File: src/rtl/router_mode_sequencer.sv
// Run-time mode controller for one router tile: drains outstanding flits, holds the
// tile in reset while MODE changes, then releases it and acknowledges the request.
module router_mode_sequencer #(
  parameter int         NUM_PORTS     = 5,
  parameter int         CREDITS       = 8,
  parameter int         RESET_CYCLES  = 4,
  parameter int         DRAIN_TIMEOUT = 1024,
  parameter logic [1:0] MODE_RESET    = 2'b00
) (
  input  logic                 clk,
  input  logic                 reset,
  input  logic                 cfg_req,
  input  logic [1:0]           cfg_mode,
  output logic                 cfg_ack,
  output logic                 cfg_busy,
  output logic                 err_illegal,
  output logic                 err_timeout,
  output logic                 err_credit,
  input  logic [NUM_PORTS-1:0] flit_sent,
  input  logic [NUM_PORTS-1:0] credit_ret,
  output logic                 inject_block,
  output logic                 router_reset,
  output logic [1:0]           router_mode
);

  localparam int CW = $clog2(CREDITS + 1);
  localparam int TW = $clog2(DRAIN_TIMEOUT + 1);
  localparam int RW = $clog2(RESET_CYCLES + 1);

  typedef enum logic [1:0] {S_IDLE, S_DRAIN, S_RST, S_RELEASE} state_t;

  state_t         r_state;
  state_t         w_next;
  logic [CW-1:0]  r_cnt [NUM_PORTS];
  logic [TW-1:0]  r_to_cnt;
  logic [RW-1:0]  r_rst_cnt;
  logic [1:0]     r_pending;
  logic           r_cfg_ack, r_cfg_busy, r_err_illegal, r_err_timeout, r_err_credit;
  logic           r_inject_block, r_router_reset;
  logic [1:0]     r_router_mode;
  logic           w_drained, w_cnt_err;
  logic           w_ack_set, w_ill_set, w_to_set, w_latch;

  // Over/underflow detection and the drained flag both look at registered counts.
  always_comb begin
    w_drained = 1'b1;
    w_cnt_err = 1'b0;
    for (int p = 0; p < NUM_PORTS; p++) begin
      if (r_cnt[p] != '0) w_drained = 1'b0;
      if (r_state != S_RST) begin
        if (flit_sent[p] && !credit_ret[p] && r_cnt[p] == CW'(CREDITS)) w_cnt_err = 1'b1;
        if (credit_ret[p] && !flit_sent[p] && r_cnt[p] == '0)           w_cnt_err = 1'b1;
      end
    end
  end

  always_comb begin
    // NOTE: every always_comb output gets a default first so no path infers a latch.
    w_next    = r_state;
    w_ack_set = 1'b0;
    w_ill_set = 1'b0;
    w_to_set  = 1'b0;
    w_latch   = 1'b0;
    unique case (r_state)
      S_IDLE: begin
        if (cfg_req) begin
          if (cfg_mode == 2'b11)              w_ill_set = 1'b1;
          else if (cfg_mode == r_router_mode) w_ack_set = 1'b1;
          else begin
            w_latch = 1'b1;
            w_next  = S_DRAIN;
          end
        end
      end
      S_DRAIN: begin
        if (w_drained) w_next = S_RST;
        else if (r_to_cnt == TW'(DRAIN_TIMEOUT - 1)) begin
          w_next   = S_RST;
          w_to_set = 1'b1;
        end
      end
      S_RST: begin
        if (r_rst_cnt == RW'(RESET_CYCLES - 1)) w_next = S_RELEASE;
      end
      S_RELEASE: begin
        w_next    = S_IDLE;
        w_ack_set = 1'b1;
      end
      default: w_next = S_IDLE;
    endcase
  end

  always_ff @(posedge clk) begin
    // NOTE: sequential state uses non-blocking assignments so every register samples
    // pre-edge values regardless of statement order.
    if (reset) begin
      r_state        <= S_IDLE;
      r_to_cnt       <= '0;
      r_rst_cnt      <= '0;
      r_pending      <= MODE_RESET;
      r_cfg_ack      <= 1'b0;
      r_cfg_busy     <= 1'b0;
      r_err_illegal  <= 1'b0;
      r_err_timeout  <= 1'b0;
      r_err_credit   <= 1'b0;
      r_inject_block <= 1'b0;
      r_router_reset <= 1'b0;
      r_router_mode  <= MODE_RESET;
      // NOTE: the counter array is a handful of flops, not a RAM, so resetting it is cheap
      // and required for a clean drained flag after reset.
      for (int p = 0; p < NUM_PORTS; p++) r_cnt[p] <= '0;
    end else begin
      r_state        <= w_next;
      r_cfg_ack      <= w_ack_set;
      r_err_illegal  <= w_ill_set;
      r_err_timeout  <= w_to_set;
      r_err_credit   <= r_err_credit | w_cnt_err;
      r_to_cnt       <= (r_state == S_DRAIN) ? r_to_cnt + 1'b1 : '0;
      r_rst_cnt      <= (r_state == S_RST) ? r_rst_cnt + 1'b1 : '0;
      r_router_reset <= (w_next == S_RST);
      r_inject_block <= (w_next != S_IDLE);
      r_cfg_busy     <= (w_next != S_IDLE);
      if (w_latch) r_pending <= cfg_mode;
      if (r_state == S_DRAIN && w_next == S_RST) r_router_mode <= r_pending;
      for (int p = 0; p < NUM_PORTS; p++) begin
        if (r_state == S_RST) r_cnt[p] <= '0;
        else if (flit_sent[p] && !credit_ret[p] && r_cnt[p] != CW'(CREDITS))
          r_cnt[p] <= r_cnt[p] + 1'b1;
        else if (credit_ret[p] && !flit_sent[p] && r_cnt[p] != '0)
          r_cnt[p] <= r_cnt[p] - 1'b1;
      end
    end
  end

  assign cfg_ack      = r_cfg_ack;
  assign cfg_busy     = r_cfg_busy;
  assign err_illegal  = r_err_illegal;
  assign err_timeout  = r_err_timeout;
  assign err_credit   = r_err_credit;
  assign inject_block = r_inject_block;
  assign router_reset = r_router_reset;
  assign router_mode  = r_router_mode;

endmodule
File: config.mk
export PLATFORM = sky130hd
export DESIGN_NAME = router_mode_sequencer
export DESIGN_NICKNAME = d
export VERILOG_FILES = /design/src/rtl/router_mode_sequencer.sv
export SDC_FILE = /design/constraint.sdc
export NUM_CORES = 1
export LEC_CHECK = 0
export ABC_AREA = 1
export BUFFER_PORTS_ARGS = -buffer_cell sky130_fd_sc_hd__buf_4
export CAP_MARGIN = 10
export CORE_MARGIN = 4
export CORE_UTILIZATION = 50
export DETAILED_ROUTE_END_ITERATION = 8
export PLACE_DENSITY = 0.66
export RECOVER_POWER = 100
export SYNTH_ARGS = -nofsm -noshare
export SYNTH_HDL_FRONTEND = slang
export SYNTH_SLANG_ARGS = --single-unit
File: constraint.sdc
create_clock -name clk -period 2.8 [get_ports clk]
set_clock_uncertainty 0.1 [all_clocks]
set_input_delay 0 -clock clk [delete_from_list [all_inputs] [get_ports clk]]
set_output_delay 0 -clock clk [all_outputs]
set_load 0.1 [all_outputs]
==> impl_metrics.env <==
export IMPL_outcome="finished, final reports clean"
export IMPL_slowest_delay_ps=430
export IMPL_cp_required_ps=2870
export IMPL_cts_resized=0
export IMPL_worstSetupPathType="flop to flop"
export IMPL_setup_violations=0
export IMPL_fillCellCount=503
export IMPL_routabilityCongestion=0.775
export IMPL_drc=0
export IMPL_syn_inst=346
export IMPL_p_per_area_mw_per_mm2=881
export IMPL_ioPinCount=24
export IMPL_tightest_slew_ps=1180
export IMPL_cts_sinks=46
export IMPL_timing_final_crit_share=0.874
export IMPL_synth_most_common_cell="inv_1"
export IMPL_power_frac_clock=0.174
export IMPL_hold_viol=0
export IMPL_synth_nets=380
export IMPL_antenna_found_initial=0
export IMPL_r2r_slack_ps=350
export IMPL_coreArea_mm2=0.00520
export IMPL_synth_async_reset_ratio=0
export IMPL_synth_area_leaders="edfxtp_1 22%, dfxtp_1 19%, ha_1 8.2%"
export IMPL_num_nets_final=414
export IMPL_die_area_mm2=0.00676
export IMPL_antenna_cells=0
export IMPL_end_kind="flop"
export IMPL_p_leak_nw=1.35
export IMPL_register_area_mm2=0.00112
export IMPL_power_w=0.00274
export IMPL_yosysTopAreaCell="edfxtp_1"
export IMPL_grt_pass1_wl_um=8740
export IMPL_cp_slowest_cell="dfxtp_1"
export IMPL_numCtsBuffers=5
export IMPL_ys_seq_elements=46
export IMPL_clockBufferDepth=2
export IMPL_root_buffer="clkbuf_8"
export IMPL_grt_usage=0.164
export IMPL_yosysSeqAreaShare=0.407
export IMPL_max_clock_freq_mhz=408
export IMPL_worst_path_buf_inv=3
export IMPL_synth_common_cells="52 x inv_1, 51 x nand2_1, 51 x nor2_1"
export IMPL_drt_pre_antenna_iters=6
export IMPL_row_count=26
export IMPL_cts_tree="yes"
export IMPL_ys_flop_type="dfxtp_1"
export IMPL_synth_avg_cell_area_um2=7.96
export IMPL_vias=2154
export IMPL_ys_types=37
export IMPL_peakVddDrop_uv=474
export IMPL_cp_max_fo=6
export IMPL_placed_area_mm2=0.00301
export IMPL_hp_class="input port to flop"
export IMPL_slew_headroom=0.219
export IMPL_h_tree_depth=2
export IMPL_wire_per_inst_um=10.7
export IMPL_p_comb_frac=0.448
export IMPL_holdBufCountCts=5
export IMPL_critPathLaunchType="flop"
export IMPL_grt_setup_unrepaired="no"
export IMPL_synth_edff_count=20
export IMPL_ant_nets=0
export IMPL_pwr_share_seq=0.378
export IMPL_layout_drive_gt1_share=0.123
export IMPL_vias_per_cell=4.78
export IMPL_max_cap_violations=0
export IMPL_clock_latency_ps=290
export IMPL_crit_chain="inv_1, ha_1, nor2_1, nand3_1, inv_1, ha_1, a21oi_1, nand2_1, xor2_1, mux2_2, inv_1"
export IMPL_grt_overflow=0
export IMPL_drt_total_wl_um=4830
export IMPL_fin_area_mm2=0.00311
export IMPL_p_switching_w=0.00121
export IMPL_layout_min_cycle_time_ps=2450
export IMPL_cpMostUsedCell="inv_1"
export IMPL_synth_top_area_frac=0.218
export IMPL_syn2layout_area_growth_pct=13.1
export IMPL_arrival_ps=2520
export IMPL_intPower_w=0.00153
export IMPL_first_global_vias=2135
export IMPL_clk_pin_slew_worst_paths_ps=90
export IMPL_drt_iter0_markers=86
export IMPL_multiInputGateArea_mm2=0.00138
export IMPL_io_buffers=23
export IMPL_syn_area_mm2=0.00275
export IMPL_initial_core_util=0.529
export IMPL_setup_tns_ps=0
export IMPL_sw_frac_of_total=0.442
export IMPL_post_cts_setup_buffers=0
export IMPL_cp_top_family="adder cells"
export IMPL_grt_start_max_net_pins=15
export IMPL_fp_dieW_um=82.2
export IMPL_die_h_um=82.2
export IMPL_dpl_hpwl_um=3880
export IMPL_report_final_slew_viol_count=0
export IMPL_yosysWarnings=0
area by class of cell:
cell class,count,share of cell area
Sequential cell,46,0.360
Clock inverter,3,0.0129
Clock buffer,5,0.0221
Timing Repair Buffer,29,0.0619
Inverter,60,0.0723
Multi-Input combinational cell,238,0.443
Tap cell,70,0.0281
state kept, by name, indices dropped and copies added (netlist names):
register	flops
cfg_ack	1
err_credit	1
err_illegal	1
err_timeout	1
inject_block	1
r_cnt	20
r_pending	2
r_rst_cnt	3
r_state	2
r_to_cnt	11
router_mode	2
router_reset	1
layer usage:
layer / up-vias / share of wire / track usage
met5: - / 0 / 0
met2: 28 / 0.48 / 0.285
met1: 943 / 0.48 / 0.204
li1: 1176 / - / -
met4: 0 / 0.012 / 0.0498
met3: 7 / 0.029 / 0.0325
cells in the final DEF (no fill, tap or decap), types with 7 or more instances in the layout:
cell type / synthesis / layout
inv_1: 52 / 55
nand2_1: 51 / 52
nor2_1: 51 / 51
dfxtp_1: 26 / 26
nand3_1: 22 / 24
o21ai_0: 12 / 20
edfxtp_1: 20 / 20
ha_1: 18 / 18
a21oi_1: 15 / 16
buf_4: 1 / 14
clkbuf_1: 0 / 10
xor2_1: 9 / 9
xnor2_1: 7 / 7
worst paths after layout:
path	startpoint	end	depth (start not counted)
hold / removal	flit_sent[4]	err_credit	5
setup / recovery	r_state[0]	r_cnt[4][3]	11
hold reg to reg	r_rst_cnt[0]	r_rst_cnt[0]	1
setup reg to reg	r_state[0]	r_cnt[4][3]	11
power by group through the flow:
stage | Combinational [W] | Clock [W] | Sequential, W
finish | 0.00123 | 0.000478 | 0.00104
global route | 0.00139 | 0.000526 | 0.00106
CTS | 0.00129 | 0.000499 | 0.00104
detailed placement | 0.00128 | 0 | 0.00106
global placement | 0.00127 | 0 | 0.00105
floorplan | 0.000854 | 0 | 0.00123
worst register-to-register path, stage by stage (launching register included):
cell and delay, ps:
dfxtp_1 430, inv_1 110, ha_1 240, nor2_1 150, nand3_1 170, inv_1 120
ha_1 270, a21oi_1 140, nand2_1 80, xor2_1 150, mux2_2 340, inv_1 50
kinds of logic after synthesis:
kind of cell    count (synthesis)  share of synthesized area
compound gates                 44                     0.0877
mux                             2                    0.00773
flops                          46                      0.407
buf+inv                        62                     0.0864
xor+xnor                       16                     0.0509
fa+ha+maj                      19                     0.0891
simple gates                  157                      0.271
stage by stage:
step | utilization | setup slack (ps) | cells | hold WS (ps)
2_1_floorplan | - | 302 | 346 | -30.9
3_3_place_gp | 0.578 | 451 | 438 | 117
3_5_place_dp | 0.578 | 359 | 438 | 116
4_1_cts | 0.608 | 342 | 451 | 63.9
5_1_grt | 0.598 | 91.8 | 451 | 110
6_report | 0.598 | 351 | 451 | 68.9
No activity file was read; power rests on OpenSTA's default activity.
